===== config.mk =====
export PLATFORM = sky130hd
export DESIGN_NAME = alu_packet_sequencer
export DESIGN_NICKNAME = d
export VERILOG_FILES = /design/src/rtl/alu_packet_sequencer.sv
export SDC_FILE = /design/constraint.sdc
export NUM_CORES = 1
export LEC_CHECK = 0
export ABC_AREA = 1
export BUFFER_PORTS_ARGS = -buffer_cell sky130_fd_sc_hd__buf_2
export CAP_MARGIN = 5
export CORE_MARGIN = 1.5
export CORE_UTILIZATION = 30
export CTS_BUF_LIST = sky130_fd_sc_hd__clkbuf_16
export CTS_CLUSTER_SIZE = 25
export DETAILED_ROUTE_END_ITERATION = 10
export GPL_TIMING_DRIVEN = 0
export HOLD_SLACK_MARGIN = 0.08
export PLACE_DENSITY = 0.54
export SYNTH_ARGS = -nofsm -noshare
export SYNTH_HDL_FRONTEND = slang
export SYNTH_SLANG_ARGS = --single-unit

===== constraint.sdc =====
create_clock -name clk_i -period 5.6 [get_ports clk_i]
set_clock_uncertainty 0.2 [all_clocks]
set_input_delay 0.28 -clock clk_i [delete_from_list [all_inputs] [get_ports clk_i]]
set_output_delay 0.28 -clock clk_i [all_outputs]
set_load 0.005 [all_outputs]

===== src/rtl/alu_packet_sequencer.sv =====
// Byte-stream command sequencer between UART RX and TX: parses opcode/len header, accumulates ADD
// operands or echoes payload, and returns 4-byte results LSB first. Define ALU_MUL_EN to add OP_MUL.
module alu_packet_sequencer #(
    parameter int unsigned DATA_WIDTH = 8,
    parameter logic [7:0]  OP_ECHO    = 8'hEC,
    parameter logic [7:0]  OP_ADD     = 8'h01,
    parameter logic [7:0]  OP_MUL     = 8'h02
) (
    input  logic                  clk_i,
    input  logic                  rst_ni,
    input  logic [DATA_WIDTH-1:0] s_axis_tdata,
    input  logic                  s_axis_tvalid,
    output logic                  s_axis_tready,
    output logic [DATA_WIDTH-1:0] m_axis_tdata,
    output logic                  m_axis_tvalid,
    input  logic                  m_axis_tready,
    output logic                  busy_o,
    output logic                  drop_o
);

    localparam int unsigned ACC_W     = 32;
    localparam int unsigned LEN_W     = 16;
    localparam int unsigned IDX_W     = 2;
    localparam logic [LEN_W-1:0] HDR_BYTES = LEN_W'(4);
`ifdef ALU_MUL_EN
    localparam int unsigned MUL_CNT_W = 5;
    localparam bit          MUL_EN    = 1'b1;
`else
    localparam bit          MUL_EN    = 1'b0;
`endif

    typedef enum logic [2:0] {
        IDLE,
        HDR_RSV,
        HDR_LEN_L,
        HDR_LEN_H,
        PAYLOAD,
        MUL_BUSY,
        RESP,
        DRAIN
    } state_e;

    state_e                 state_q, state_d;
    logic [7:0]             opcode_q, opcode_d;
    logic [DATA_WIDTH-1:0]  len_lo_q, len_lo_d;
    logic [LEN_W-1:0]       rem_q, rem_d;
    logic [ACC_W-1:0]       acc_q, acc_d;
    logic [ACC_W-1:0]       opnd_q, opnd_d;
    logic [IDX_W-1:0]       idx_q, idx_d;
    logic [IDX_W-1:0]       resp_idx_q, resp_idx_d;
    logic [DATA_WIDTH-1:0]  m_data_q, m_data_d;
    logic                   m_valid_q, m_valid_d;
    logic                   drop_q, drop_d;
    logic                   busy_q, busy_d;
    logic                   live_q;
`ifdef ALU_MUL_EN
    logic [ACC_W-1:0]       mcand_q, mcand_d;
    logic [ACC_W-1:0]       mplier_q, mplier_d;
    logic [ACC_W-1:0]       prod_q, prod_d;
    logic [ACC_W-1:0]       prod_nx_c;
    logic [MUL_CNT_W-1:0]   mul_cnt_q, mul_cnt_d;
`endif

    logic                   s_ready_c;
    logic                   s_fire_c;
    logic                   is_add_c, is_mul_c, is_echo_c, is_known_c;
    logic [LEN_W-1:0]       len_c, rem_init_c;
    logic [ACC_W-1:0]       acc_init_c, word_c, sum_c;
    logic                   last_c, word_done_c;

    function automatic logic [DATA_WIDTH-1:0] byte_sel(input logic [ACC_W-1:0] w,
                                                       input logic [IDX_W-1:0] i);
        return DATA_WIDTH'(w >> {i, 3'b000});
    endfunction

    // Next-state, datapath and handshake decode
    always_comb begin
        state_d    = state_q;
        opcode_d   = opcode_q;
        len_lo_d   = len_lo_q;
        rem_d      = rem_q;
        acc_d      = acc_q;
        opnd_d     = opnd_q;
        idx_d      = idx_q;
        resp_idx_d = resp_idx_q;
        m_data_d   = m_data_q;
        m_valid_d  = m_valid_q;
        drop_d     = 1'b0;
`ifdef ALU_MUL_EN
        mcand_d    = mcand_q;
        mplier_d   = mplier_q;
        prod_d     = prod_q;
        mul_cnt_d  = mul_cnt_q;
        prod_nx_c  = prod_q + (mplier_q[0] ? mcand_q : '0);
`endif

        is_add_c    = (opcode_q == OP_ADD);
        is_mul_c    = MUL_EN && (opcode_q == OP_MUL);
        is_echo_c   = (opcode_q == OP_ECHO);
        is_known_c  = is_add_c || is_mul_c || is_echo_c;
        acc_init_c  = is_mul_c ? ACC_W'(1) : '0;
        len_c       = LEN_W'({s_axis_tdata, len_lo_q});
        rem_init_c  = len_c - HDR_BYTES;
        word_c      = ((idx_q == '0) ? '0 : opnd_q) | (ACC_W'(s_axis_tdata) << {idx_q, 3'b000});
        sum_c       = acc_q + word_c;
        last_c      = (rem_q == LEN_W'(1));
        word_done_c = (idx_q == IDX_W'(3)) || last_c;

        // Echo is a single-entry pipeline; everything else only ever stalls on state
        s_ready_c = 1'b0;
        case (state_q)
            IDLE, HDR_RSV, HDR_LEN_L, HDR_LEN_H, DRAIN: s_ready_c = 1'b1;
            PAYLOAD: s_ready_c = is_echo_c ? ((rem_q != '0) && (!m_valid_q || m_axis_tready))
                                           : 1'b1;
            default: s_ready_c = 1'b0;
        endcase
        s_ready_c = s_ready_c && live_q;
        s_fire_c  = s_axis_tvalid && s_ready_c;

        case (state_q)
            IDLE: if (s_fire_c) begin
                opcode_d = s_axis_tdata;
                state_d  = HDR_RSV;
            end
            HDR_RSV: if (s_fire_c) state_d = HDR_LEN_L;
            HDR_LEN_L: if (s_fire_c) begin
                len_lo_d = s_axis_tdata;
                state_d  = HDR_LEN_H;
            end
            HDR_LEN_H: if (s_fire_c) begin
                rem_d = rem_init_c;
                idx_d = '0;
                if (len_c < HDR_BYTES) begin
                    drop_d  = 1'b1;
                    state_d = IDLE;
                end else if (!is_known_c) begin
                    drop_d  = (rem_init_c == '0);
                    state_d = (rem_init_c == '0) ? IDLE : DRAIN;
                end else if (is_echo_c) begin
                    state_d = (rem_init_c == '0) ? IDLE : PAYLOAD;
                end else begin
                    acc_d = acc_init_c;
                    if (rem_init_c == '0) begin
                        m_valid_d  = 1'b1;
                        m_data_d   = byte_sel(acc_init_c, '0);
                        resp_idx_d = '0;
                        state_d    = RESP;
                    end else begin
                        state_d = PAYLOAD;
                    end
                end
            end
            PAYLOAD: if (is_echo_c) begin
                if (s_fire_c) begin
                    m_data_d  = s_axis_tdata;
                    m_valid_d = 1'b1;
                    rem_d     = rem_q - LEN_W'(1);
                end else begin
                    if (m_axis_tready) m_valid_d = 1'b0;
                    if ((rem_q == '0) && (!m_valid_q || m_axis_tready)) state_d = IDLE;
                end
            end else if (s_fire_c) begin
                opnd_d = word_c;
                rem_d  = rem_q - LEN_W'(1);
                idx_d  = word_done_c ? '0 : idx_q + IDX_W'(1);
                if (word_done_c) begin
`ifdef ALU_MUL_EN
                    if (is_mul_c) begin
                        mcand_d   = acc_q;
                        mplier_d  = word_c;
                        prod_d    = '0;
                        mul_cnt_d = '0;
                        state_d   = MUL_BUSY;
                    end else
`endif
                    begin
                        acc_d = sum_c;
                        if (last_c) begin
                            m_valid_d  = 1'b1;
                            m_data_d   = byte_sel(sum_c, '0);
                            resp_idx_d = '0;
                            state_d    = RESP;
                        end
                    end
                end
            end
`ifdef ALU_MUL_EN
            // Shift-add: one multiplier bit per cycle, 32 cycles per operand
            MUL_BUSY: begin
                prod_d    = prod_nx_c;
                mcand_d   = mcand_q << 1;
                mplier_d  = mplier_q >> 1;
                mul_cnt_d = mul_cnt_q + MUL_CNT_W'(1);
                if (mul_cnt_q == '1) begin
                    acc_d = prod_nx_c;
                    if (rem_q == '0) begin
                        m_valid_d  = 1'b1;
                        m_data_d   = byte_sel(prod_nx_c, '0);
                        resp_idx_d = '0;
                        state_d    = RESP;
                    end else begin
                        state_d = PAYLOAD;
                    end
                end
            end
`endif
            RESP: if (m_valid_q && m_axis_tready) begin
                if (resp_idx_q == IDX_W'(3)) begin
                    m_valid_d = 1'b0;
                    state_d   = IDLE;
                end else begin
                    resp_idx_d = resp_idx_q + IDX_W'(1);
                    m_data_d   = byte_sel(acc_q, resp_idx_q + IDX_W'(1));
                end
            end
            DRAIN: if (s_fire_c) begin
                rem_d = rem_q - LEN_W'(1);
                if (last_c) begin
                    drop_d  = 1'b1;
                    state_d = IDLE;
                end
            end
            default: state_d = IDLE;
        endcase

        busy_d = (state_d != IDLE);
    end

    // State and datapath registers, synchronous active-low reset
    always_ff @(posedge clk_i) begin
        if (!rst_ni) begin
            state_q    <= IDLE;
            opcode_q   <= '0;
            len_lo_q   <= '0;
            rem_q      <= '0;
            acc_q      <= '0;
            opnd_q     <= '0;
            idx_q      <= '0;
            resp_idx_q <= '0;
            m_data_q   <= '0;
            m_valid_q  <= 1'b0;
            drop_q     <= 1'b0;
            busy_q     <= 1'b0;
            live_q     <= 1'b0;
`ifdef ALU_MUL_EN
            mcand_q    <= '0;
            mplier_q   <= '0;
            prod_q     <= '0;
            mul_cnt_q  <= '0;
`endif
        end else begin
            state_q    <= state_d;
            opcode_q   <= opcode_d;
            len_lo_q   <= len_lo_d;
            rem_q      <= rem_d;
            acc_q      <= acc_d;
            opnd_q     <= opnd_d;
            idx_q      <= idx_d;
            resp_idx_q <= resp_idx_d;
            m_data_q   <= m_data_d;
            m_valid_q  <= m_valid_d;
            drop_q     <= drop_d;
            busy_q     <= busy_d;
            live_q     <= 1'b1;
`ifdef ALU_MUL_EN
            mcand_q    <= mcand_d;
            mplier_q   <= mplier_d;
            prod_q     <= prod_d;
            mul_cnt_q  <= mul_cnt_d;
`endif
        end
    end

    assign s_axis_tready = s_ready_c;
    assign m_axis_tdata  = m_data_q;
    assign m_axis_tvalid = m_valid_q;
    assign busy_o        = busy_q;
    assign drop_o        = drop_q;

endmodule


==> summary.md <==
| Metric | Value |
|---|---|
| Worst-path fanout max | `10` |
| XOR/XNOR Fraction of Synth Area | `0.0149` |
| Worst Hold Class | `in -> reg` |
| # placed instances | `1649` |
| Clk_lat worst skew | `approximately 0.44 ns` |
| Worst Setup End Kind | `flop` |
| WP data arrival | `4.90 ns` |
| HP Start | `s_axis_tdata[4]` |
| Max IR drop VDD | `between 200 and 250 uV` |
| Critical Path RT | `a little under 6 ns` |
| Total setup buffers inserted after CTS | `0` |
| Hold Crit Depth | `3` |
| DRT iter0 DRCs | `650` |
| Total number of H-tree levels | `4` |
| First drt pass iteration count | `5` |
| Max-cap viol count | `0` |
| Synthesized area | `between 8000 and 9000 sq um` |
| Non-Filler Instances | `approximately 1700` |
| Die Wd | `about 170 microns` |
| Final worst path period share | `0.845` |
| Initial Util | `0.305` |
| Crit path cell chain | `buf_2, clkinv_1, clkbuf_1, ha_1, clkbuf_1, o22ai_1, ha_1, inv_1, fa_1, o21ai_0, nand2_1, nand2_1, nand2_1, nand2_1, nand2_1, nand2_1, nand3_1, nand2_1, or2_2, nand3_1, a21oi_1` |
| Synth Area in Simple Gates | `0.287` |
| Post-synth top area share | `0.280` |
| Wire per inst | `17.6 microns` |
| Compound-Gate Fraction of Synth Area | `0.249` |
| I/O Buffers | `21` |
| Adder-Cell Fraction of Synth Area | `0.0619` |
| Clock Sinks | `115` |
| Gr usage total | `0.214` |
| First-pass GRT wire length | `around 46000 microns` |
| Cells after Synth | `about 1300` |
| Antenna-violating nets left | `0` |
| IO Pins | `24` |
| Clock Path Buffers | `2` |
| Initial antenna violation count | `0` |
| Fillers | `around 3000` |
| Post-synth EDFFs | `0` |
| Ys Warns | `0` |
| Largest family of logic cells by synthesized area | `simple AND/OR/NAND/NOR gates` |
| Dominant cell type by area after synthesis | `dfxtp_1` |
| DRC Markers | `0` |
| CP delay by family, top | `buffers and inverters` |
| Layout cells sized above 1 | `0.0886` |
| Minimum clock period | `about 4.7 ns` |
| Worst path most repeated cell | `nand2_1` |
| Crit Path Class | `reg -> reg` |
| Post-DP HPWL | `~23000 microns` |
| Bufs and invs on worst path | `5` |
| Seq/Total Area, Yosys | `0.280` |
| Synth async-reset ratio | `0` |
| Setup violators final | `0` |
| Clock-pin slew on the worst setup and hold paths | `0.06 ns` |
| Vias in the first global route | `about 8000` |
| Fin Setup TNS | `0 ns` |
| Reg2reg start | `idx_q[1]` |
| Fmax | `approximately 210 MHz` |
| Mapped Avg Cell Area | `roughly 6.4 sq um` |
| Crit path launch type | `flop` |
| Ys flop type | `dfxtp_1` |
| Via count | `between 8000 and 9000` |
| Pre-CTS setup slack | `between 0.9 and 1 ns` |
| Worst slew pin tran | `0.819 ns` |
| Status | `finished, final reports clean` |
| Mux cell area share after synthesis | `0` |
| Area Overhead vs Synth | `14.2%` |
| Layout Nets | `about 1400` |
| Full die area | `28400 sq um` |
| Synth unique cells | `53` |
| Register-to-register setup slack | `roughly 0.87 ns` |
| Vias/cell | `5.21` |
| CTS tree | `done` |
| RSZ-0062 raised after global routing | `no` |
| Synthesis-stage register bit count | `115` |
| Total grt overflow | `0` |
| Crit-path max cell delay | `0.40 ns` |
| Setup WS post-layout | `approximately 0.87 ns` |
| TritonCTS buffer count | `17` |
| Largest net degree at the start of global routing | `17` |
| Worst reg2reg endpoint | `acc_q[28]` |
| Clock Root Buffer | `clkbuf_16` |
| Die Height | `168 microns` |
| Pwr Density | `between 200 and 250 nW/um^2` |
| Row cnt | `60` |
| Post-Route WL | `slightly below 30000 microns` |
| Relative slew slack | `0.454` |
| Worst Reg-to-Reg Cells | `21` |
| Hold EP | `len_lo_q[4]` |
| Slowest CP cell | `fa_1` |
| Leak | `roughly 0.004 uW` |
| Syn nets | `1339` |
| Final Hold Viols | `0` |
| Antenna diodes | `0` |
| RePlAce Congestion | `just under 1` |
| Max-slew violations | `0` |
| Largest cells by area after synthesis | `dfxtp_1 (28%), nand2_1 (13%), a21oi_1 (9.7%)` |
| Core footprint | `between 20000 and 30000 sq um` |
-- registers in the layout (all words and copies together) (netlist names), 2 cells and up --
register and count:
idx_q 2, opnd_q 32, resp_idx_q 2, acc_q 32
state_q 3, len_lo_q 8, rem_q 16, m_axis_tdata 8
opcode_q 8
-- report_power, final --
part,internal [uW],leakage [uW],switching (uW),total [uW]
clock,702,0.000292,457,1160
sequential,828,0.000928,8.46,837
combinational,46.4,0.00275,114,160
-- synth_stat cells (2+ instances only) --
cell / instances
a211oi_2: 2
dfxtp_1: 115
nor2_2: 8
inv_2: 6
ha_1: 39
a21oi_1: 159
nor3_1: 11
nand4_1: 20
o21ai_0: 106
buf_1: 2
o21ai_1: 15
nand2_1: 284
buf_2: 8
o211ai_1: 3
nand2_2: 8
a211oi_1: 5
or2_2: 7
o21bai_1: 2
xor2_1: 12
xnor2_1: 2
a21o_1: 5
inv_1: 152
o221ai_1: 4
a221oi_1: 8
o22ai_1: 32
a21boi_0: 2
a31oi_1: 9
clkbuf_1: 26
clkinv_1: 3
nor2_4: 8
nor2_1: 136
nand3b_1: 2
o21a_1: 7
o32ai_1: 2
buf_6: 10
nand3_1: 50
-- worst max-delay path by stage --
stage / slack [ns] / to / cells after the start / startpoint
floorplan: 2.07 / acc_q[28] / 21 / idx_q[1]
global placement: 0.92 / acc_q[28] / 21 / idx_q[1]
detailed placement: 0.96 / acc_q[28] / 21 / idx_q[1]
CTS: 0.93 / acc_q[28] / 21 / idx_q[1]
global route: 0.51 / acc_q[28] / 21 / idx_q[1]
finish: 0.87 / acc_q[28] / 21 / idx_q[1]
-- cell type report --
cell class,count,area [sq um],share of cell area
Sequential cell,115,2300,0.246
Clock inverter,15,179,0.0191
Multi-Input combinational cell,963,5030,0.537
Clock buffer,17,425,0.0454
Tap cell,341,427,0.0455
Inverter,162,611,0.0651
Timing Repair Buffer,24,135,0.0144
Buffer,47,265,0.0283
-- timing repair --
item | CTS | global route
endpoints found under the hold margin | 5 | 0
setup endpoints to repair | 0 | 0
hold buffers | 3 | 0
gates resized for setup | 0 | 0
-- tightest hold or removal path, stage by stage --
cell and delay (ns):
buf_2 0.18, inv_1 0.16, a21oi_1 0.08
-- cell families after synthesis --
logic type,Yosys count
and+or+nand+nor,541
AOI/OAI and AO/OA,368
buffers and inverters,209
DFF,115
adders and majority gates,40
xor gates and xnor gates,14
-- layer usage --
metal  up-vias  share of wire  global-route usage
met5         -              0                   0
met4         0          0.033              0.0854
met3        56          0.043              0.0324
met2       240           0.47               0.359
met1      4069           0.46               0.276
li1       4408              -                   -
-- cells in the final DEF (no fill, tap or decap), types with 10 or more instances in the layout --
master,netlist,final
o21ai_1,15,15
o21ai_0,106,106
nor3_1,11,11
nand2_1,284,284
nand3_1,50,50
buf_6,10,10
buf_2,8,29
xor2_1,12,12
a21oi_1,159,159
inv_1,152,153
clkbuf_16,0,17
o22ai_1,32,32
nand4_1,20,20
nor2_1,136,136
dfxtp_1,115,115
clkbuf_1,26,26
ha_1,39,39
-- metrics by stage --
| stage | power, uW | instance area [sq um] | hold WS, ns | utilization |
|---|---|---|---|---|
| finish | 2160 | 9370 | 0.119 | 0.349 |
| global route | 2220 | 9370 | 0.126 | 0.349 |
| CTS | 2170 | 9370 | 0.0965 | 0.349 |
| detailed placement | 1010 | 8740 | 0.230 | 0.325 |
| global placement | 1010 | 8740 | 0.234 | 0.325 |
| floorplan | 955 | 8210 | 0.108 | - |
Power figures use the tool's default switching activity.
